**src/rtl/dsi_pkg.sv**
```systemverilog
// Shared DSI packet constants, packetizer FSM encoding and the header ECC function.
package dsi_pkg;

    localparam logic [5:0] DT_VSS    = 6'h01;
    localparam logic [5:0] DT_HSS    = 6'h21;
    localparam logic [5:0] DT_RGB888 = 6'h3E;

    typedef logic [2:0] dsi_state_t;
    localparam dsi_state_t ST_IDLE    = 3'd0;
    localparam dsi_state_t ST_SYNC    = 3'd1;
    localparam dsi_state_t ST_HDR     = 3'd2;
    localparam dsi_state_t ST_PAYLOAD = 3'd3;
    localparam dsi_state_t ST_FOOTER  = 3'd4;

    // Hamming parity over the 24 header bits {WC/data1, data0, DI}; top two bits are always zero.
    function automatic logic [7:0] dsi_ecc(input logic [23:0] d);
        logic [5:0] p;
        p[0] = d[0] ^ d[1] ^ d[2] ^ d[4] ^ d[5] ^ d[7] ^ d[10] ^ d[11] ^ d[13] ^ d[16] ^ d[20] ^ d[21] ^ d[22] ^ d[23];
        p[1] = d[0] ^ d[1] ^ d[3] ^ d[4] ^ d[6] ^ d[8] ^ d[10] ^ d[12] ^ d[14] ^ d[17] ^ d[20] ^ d[21] ^ d[22] ^ d[23];
        p[2] = d[0] ^ d[2] ^ d[3] ^ d[5] ^ d[6] ^ d[9] ^ d[11] ^ d[12] ^ d[15] ^ d[18] ^ d[20] ^ d[21] ^ d[22];
        p[3] = d[1] ^ d[2] ^ d[3] ^ d[7] ^ d[8] ^ d[9] ^ d[13] ^ d[14] ^ d[15] ^ d[19] ^ d[20] ^ d[21] ^ d[23];
        p[4] = d[4] ^ d[5] ^ d[6] ^ d[7] ^ d[8] ^ d[9] ^ d[16] ^ d[17] ^ d[18] ^ d[19] ^ d[20] ^ d[22] ^ d[23];
        p[5] = d[10] ^ d[11] ^ d[12] ^ d[13] ^ d[14] ^ d[15] ^ d[16] ^ d[17] ^ d[18] ^ d[19] ^ d[21] ^ d[22] ^ d[23];
        return {2'b00, p};
    endfunction

endpackage

```
**src/rtl/dsi_header_ecc.sv**
```systemverilog
// Combinational DSI packet-header ECC; zero latency, no flow control.
module dsi_header_ecc
    import dsi_pkg::*;
(
    input  logic [23:0] hdr,
    output logic [7:0]  ecc
);

    assign ecc = dsi_ecc(hdr);

endmodule

```
**src/rtl/dsi_line_packetizer.sv**
```systemverilog
// Turns a show-ahead RGB888 pixel FIFO into per-line DSI packets (sync, header, payload, footer).
// One registered output word, one word per cycle; holds while out_ready is low, gaps when the FIFO runs dry.
module dsi_line_packetizer
    import dsi_pkg::*;
#(
    parameter logic [7:0] DATA_TYPE      = {2'b00, DT_RGB888},
    parameter int         FIFO_SHOWAHEAD = 1
) (
    input  logic        clk,
    input  logic        rst_n,
    output logic        pix_fifo_read,
    input  logic [31:0] pix_fifo_data,
    input  logic        pix_fifo_empty,
    input  logic        enable,
    input  logic [15:0] line_pixels,
    input  logic [15:0] frame_lines,
    input  logic [1:0]  virtual_channel,
    output logic [31:0] out_data,
    output logic [3:0]  out_strb,
    output logic        out_valid,
    input  logic        out_ready,
    output logic        underflow,
    output logic        frame_done,
    output logic        active
);

    localparam logic SHOWAHEAD_OK = (FIFO_SHOWAHEAD == 1);

    dsi_state_t  state_q, state_d;
    logic [15:0] word_cnt_q, word_cnt_d;
    logic [15:0] line_cnt_q, line_cnt_d;
    logic [15:0] lp_q, lp_d;
    logic [15:0] fl_q, fl_d;
    logic [1:0]  vc_q, vc_d;
    logic [31:0] out_data_q, out_data_d;
    logic [3:0]  out_strb_q, out_strb_d;
    logic        out_valid_q, out_valid_d;
    logic        underflow_q, underflow_d;
    logic        frame_done_q, frame_done_d;
    logic        last_ftr_q, last_ftr_d;

    logic        load;
    logic        first_line;
    logic        last_line;
    logic        last_word;
    logic [15:0] wc;
    logic [15:0] n_words;
    logic [7:0]  di;
    logic [23:0] hdr;
    logic [7:0]  ecc;

    assign load       = !out_valid_q || out_ready;
    assign wc         = lp_q + {lp_q[14:0], 1'b0};
    // line_pixels is a multiple of 4, so the payload is exactly 3 words per 4 pixels.
    assign n_words    = {2'b00, lp_q[15:2]} + {1'b0, lp_q[15:2], 1'b0};
    assign first_line = (line_cnt_q == 16'd0);
    assign last_line  = (line_cnt_q == fl_q - 16'd1);
    assign last_word  = (word_cnt_q == n_words - 16'd1);

    assign di  = (state_q == ST_SYNC) ? {vc_q, (first_line ? DT_VSS : DT_HSS)} : {vc_q, DATA_TYPE[5:0]};
    assign hdr = (state_q == ST_SYNC) ? {16'h0000, di} : {wc, di};

    dsi_header_ecc u_header_ecc (
        .hdr (hdr),
        .ecc (ecc)
    );

    always_comb begin
        state_d       = state_q;
        word_cnt_d    = word_cnt_q;
        line_cnt_d    = line_cnt_q;
        lp_d          = lp_q;
        fl_d          = fl_q;
        vc_d          = vc_q;
        out_data_d    = out_data_q;
        out_strb_d    = out_strb_q;
        out_valid_d   = out_valid_q;
        underflow_d   = underflow_q;
        last_ftr_d    = last_ftr_q;
        pix_fifo_read = 1'b0;
        frame_done_d  = out_valid_q && out_ready && last_ftr_q;

        // A load slot empties the register unless a state below fills it.
        if (load) begin
            out_valid_d = 1'b0;
            last_ftr_d  = 1'b0;
        end

        case (state_q)
            ST_IDLE: begin
                if (enable) begin
                    state_d    = ST_SYNC;
                    lp_d       = line_pixels;
                    fl_d       = frame_lines;
                    vc_d       = virtual_channel;
                    line_cnt_d = 16'd0;
                    word_cnt_d = 16'd0;
                end
            end
            ST_SYNC, ST_HDR: begin
                if (load) begin
                    out_data_d  = {ecc, hdr};
                    out_strb_d  = 4'hF;
                    out_valid_d = 1'b1;
                    state_d     = (state_q == ST_SYNC) ? ST_HDR : ST_PAYLOAD;
                end
            end
            ST_PAYLOAD: begin
                if (load && (word_cnt_q < n_words)) begin
                    if (pix_fifo_empty) begin
                        underflow_d = 1'b1;
                    end else if (SHOWAHEAD_OK) begin
                        pix_fifo_read = 1'b1;
                        out_data_d    = pix_fifo_data;
                        out_strb_d    = 4'hF;
                        out_valid_d   = 1'b1;
                        word_cnt_d    = word_cnt_q + 16'd1;
                        if (last_word) state_d = ST_FOOTER;
                    end
                end
            end
            ST_FOOTER: begin
                if (load) begin
                    out_data_d  = 32'h0000_0000;
                    out_strb_d  = 4'b0011;
                    out_valid_d = 1'b1;
                    last_ftr_d  = last_line;
                    if (!enable) begin
                        state_d = ST_IDLE;
                    end else begin
                        state_d    = ST_SYNC;
                        word_cnt_d = 16'd0;
                        if (last_line) begin
                            line_cnt_d = 16'd0;
                            lp_d       = line_pixels;
                            fl_d       = frame_lines;
                            vc_d       = virtual_channel;
                        end else begin
                            line_cnt_d = line_cnt_q + 16'd1;
                        end
                    end
                end
            end
            default: state_d = ST_IDLE;
        endcase

        if (!enable && (state_q == ST_IDLE)) underflow_d = 1'b0;
    end

    always_ff @(posedge clk or negedge rst_n) begin
        if (!rst_n) begin
            state_q      <= ST_IDLE;
            word_cnt_q   <= 16'd0;
            line_cnt_q   <= 16'd0;
            lp_q         <= 16'd0;
            fl_q         <= 16'd0;
            vc_q         <= 2'd0;
            out_data_q   <= 32'd0;
            out_strb_q   <= 4'd0;
            out_valid_q  <= 1'b0;
            underflow_q  <= 1'b0;
            frame_done_q <= 1'b0;
            last_ftr_q   <= 1'b0;
        end else begin
            state_q      <= state_d;
            word_cnt_q   <= word_cnt_d;
            line_cnt_q   <= line_cnt_d;
            lp_q         <= lp_d;
            fl_q         <= fl_d;
            vc_q         <= vc_d;
            out_data_q   <= out_data_d;
            out_strb_q   <= out_strb_d;
            out_valid_q  <= out_valid_d;
            underflow_q  <= underflow_d;
            frame_done_q <= frame_done_d;
            last_ftr_q   <= last_ftr_d;
        end
    end

    assign out_data   = out_data_q;
    assign out_strb   = out_strb_q;
    assign out_valid  = out_valid_q;
    assign underflow  = underflow_q;
    assign frame_done = frame_done_q;
    assign active     = (state_q != ST_IDLE);

endmodule

```
**config.mk**
```make
export PLATFORM = sky130hd
export DESIGN_NAME = dsi_line_packetizer
export DESIGN_NICKNAME = d
export VERILOG_FILES = /design/src/rtl/dsi_pkg.sv /design/src/rtl/dsi_header_ecc.sv /design/src/rtl/dsi_line_packetizer.sv
export SDC_FILE = /design/constraint.sdc
export NUM_CORES = 1
export LEC_CHECK = 0
export BUFFER_PORTS_ARGS = -buffer_cell sky130_fd_sc_hd__buf_4
export CORE_ASPECT_RATIO = 0.75
export CORE_MARGIN = 4
export CORE_UTILIZATION = 55
export DETAILED_ROUTE_END_ITERATION = 7
export HOLD_SLACK_MARGIN = 0.03
export MAX_ROUTING_LAYER = met4
export PLACE_DENSITY = 0.77
export SETUP_SLACK_MARGIN = 0.1
export SKIP_CTS_REPAIR_TIMING = 1
export SLEW_MARGIN = 20
export SYNTH_ARGS = -nofsm -noshare
export SYNTH_HDL_FRONTEND = slang
export SYNTH_SLANG_ARGS = --single-unit
```
**constraint.sdc**
```tcl
create_clock -name clk -period 7.14 [get_ports clk]
set_clock_uncertainty 0.1 [all_clocks]
set_input_delay 1.071 -clock clk [delete_from_list [all_inputs] [get_ports clk]]
set_output_delay 1.071 -clock clk [all_outputs]
set_load 0.02 [all_outputs]
```
==> flow_summary.json <==
{
  "num_rows": 38,
  "yosysTopAreaCell": "dfrtp_1",
  "viasPerCell": 6.056,
  "synth_cells": 958,
  "slew_headroom_pct": 34.25,
  "synth-main-ff-cell": "dfrtp_1",
  "arrival_ps": 5040,
  "worstPathMaxFanout": 6,
  "place_hpwl_um": 16570,
  "pin_count": 112,
  "drt_iter0_drc": 728,
  "avgRoutedWirePerCell_um": 17.66,
  "synth_top_area_share_pct": 32.07,
  "drv_slew": 0,
  "cp.required_ps": 5970,
  "antenna_found_initial": 0,
  "path_class": "reg2out",
  "worst_setup_path_start_kind": "register",
  "vias": 7516,
  "grt_pass1_vias": 6820,
  "power_density_nw_per_um2": 461.9,
  "initial_utilization_pct": 57.01,
  "clock_path_buffers": 2,
  "yosys_warnings": 0,
  "dieArea_um2": 17240,
  "tns_ps": 0,
  "rsz0062_at_grt": "no",
  "port_buffers": 111,
  "outcome": "completed",
  "drt_drc_violations_left": 0,
  "worst_slack_ps": 931.6,
  "synth_nets": 1068,
  "place.gp.congestion": 0.9170,
  "yosysSeqAreaShare_pct": 32.07,
  "setup_violations": 0,
  "grtUsageTotal_pct": 26.50,
  "dieHeight_um": 114.7,
  "end_kind": "output pin",
  "synthTopCellsByCount": "107 x dfrtp_1, 101 x nand2_1, 70 x nor2_1",
  "synth-edff-count": 0,
  "ys_seq_elements": 107,
  "hold_viol_final": 0,
  "avgSynthCellArea_um2": 8.715,
  "dp_slack_ps": 1399,
  "synth.distinct_cells": 85,
  "tightest_slew_ps": 986.3,
  "clk_pin_slew_worst_paths_ps": 90,
  "grt_pass1_wl_um": 35470,
  "fin_crit_sh_pct": 86.95,
  "hold_path.class": "reg2reg",
  "async_reset_ff_share_pct": 100.0,
  "cts.sinks": 107,
  "syn_area_um2": 8349,
  "area_delta_synth_final_pct": 14.45,
  "drt-total-wl_um": 21920,
  "drtPass1Iterations": 6,
  "drive_gt1_share_pct": 15.85,
  "fmax_mhz": 161.1,
  "h-tree-depth": 3,
  "cts_tree": "built",
  "cts_root_buf": "clkbuf_16",
  "fp.coreArea_um2": 14640,
  "yosysMostFrequentCell": "dfrtp_1",
  "max-cap-violations": 0,
  "clk_latency_ps": 370,
  "ant_nets": 0,
  "antenna_cells": 0,
  "synthTopCellsByArea": "dfrtp_1 32%, ha_1 5.5%, xnor2_1 5.0%, nand2_1 4.5%, o21ai_0 3.9%",
  "die_w_um": 150.3,
  "ir_drop_v": 0.0003617,
  "grt_max_degree": 73,
  "cts_buffers": 9,
  "grt-ovfl-total": 0,
  "leakagePower_nw": 4.386,
  "nets": 1146,
  "fin_crit_ps": 6208
}
## worst paths after layout
kind,startpoint,end,slack [ps],cells past startpoint
worst max-delay path,lp_q[2]$_DFFE_PN0P_,pix_fifo_read,930,15
worst min-delay path,out_data[2]$_DFFE_PN0P_,out_data[2]$_DFFE_PN0P_,390,2
worst max register to register,lp_q[2]$_DFFE_PN0P_,word_cnt_q[15]$_DFFE_PN0P_,1300,19
worst min register to register,out_data[2]$_DFFE_PN0P_,out_data[2]$_DFFE_PN0P_,390,2
max in group asynchronous,rst_n,lp_q[6]$_DFFE_PN0P_,5060,2
min in group asynchronous,rst_n,word_cnt_q[12]$_DFFE_PN0P_,570,1
## per-stage QoR
stage | hold WS [ps] | total power [mW] | utilization [%] | cells | area (um2)
after floorplan | 341.4 | 3.167 | - | 958 | 8349
after global placement | 369.4 | 3.818 | 63.23 | 1225 | 9260
final | 392.1 | 4.413 | 65.25 | 1241 | 9555
after CTS | 394.4 | 4.384 | 65.24 | 1241 | 9554
after detailed placement | 373.7 | 3.853 | 63.23 | 1225 | 9260
after global routing | 417.6 | 4.760 | 65.25 | 1241 | 9555
## power by group
group / leakage, nW / switching, mW / internal (mW)
registers: 1.34 / 0.163 / 0.767
clock network: 0.144 / 0.263 / 0.249
logic: 2.90 / 1.64 / 1.33
## per-layer routing
metal / wire length (um) / up-vias / part of all wire [%] / track usage [%]
met4: 301 / 0 / 1.4 / 5.545
met1: 10800 / 3566 / 49 / 41.68
li1: - / 3654 / - / -
met3: 1630 / 27 / 7.4 / 4.432
met2: 9184 / 269 / 42 / 35.44
met5: 0 / - / 0 / -
## worst max-delay path: stages, from the launching register on
cell	delay, ps
dfrtp_1	430
ha_1	220
inv_1	80
fa_1	460
nand2b_1	220
a2111oi_1	580
or3_1	230
and3_1	200
or2_1	170
inv_1	90
ha_1	290
and4_1	210
a311o_1	310
a221o_1	340
a2111oi_2	600
buf_4	250
## placed cells by master (no fill, tap or decap), drive strengths merged, types with 8 or more instances in the layout
cell type,n
nor3b,11
xor2,35
clkbuf,10
or2,13
and3,20
xnor2,48
nor4,13
mux2,29
xnor3,8
o21ai,66
buf,115
nand2,101
a21oi,47
nor2,71
nand4,13
nand3,26
a21o,19
a22oi,15
nor3,23
o22ai,9
inv,39
dfrtp,107
or3,12
mux2i,13
nor2b,12
ha,37
## kinds of logic (layout without fill, tap and decap cells)
kind of cell | after synthesis | after routing | share of synthesized area [%]
xor gates and xnor gates | 91 | 91 | 10.86
DFF | 107 | 107 | 32.07
adders and majority gates | 39 | 39 | 6.024
AOI/OAI and AO/OA | 248 | 248 | 20.31
muxes | 42 | 42 | 5.470
and+or+nand+nor | 346 | 346 | 20.94
buffers and inverters | 85 | 168 | 4.331
## state kept, by name (all words and copies together), names as in the netlist, 2 cells and up, named ones only
register	flops
word_cnt_q	16
vc_q	2
lp_q	16
out_strb	2
out_data	32
fl_q	16
line_cnt_q	16
state_q	3
## area by class of cell
| cell class | count | area, um2 |
|---|---|---|
| clock buffer | 10 | 229.0 |
| timing repair buffer | 115 | 863.3 |
| inverter | 37 | 138.9 |
| clock inverter | 6 | 65.06 |
| multi-input combinational | 766 | 5331 |
| tap | 200 | 250.2 |
| sequential | 107 | 2678 |
| fill | 1295 | 5089 |
No activity file was read; power rests on OpenSTA's default activity.
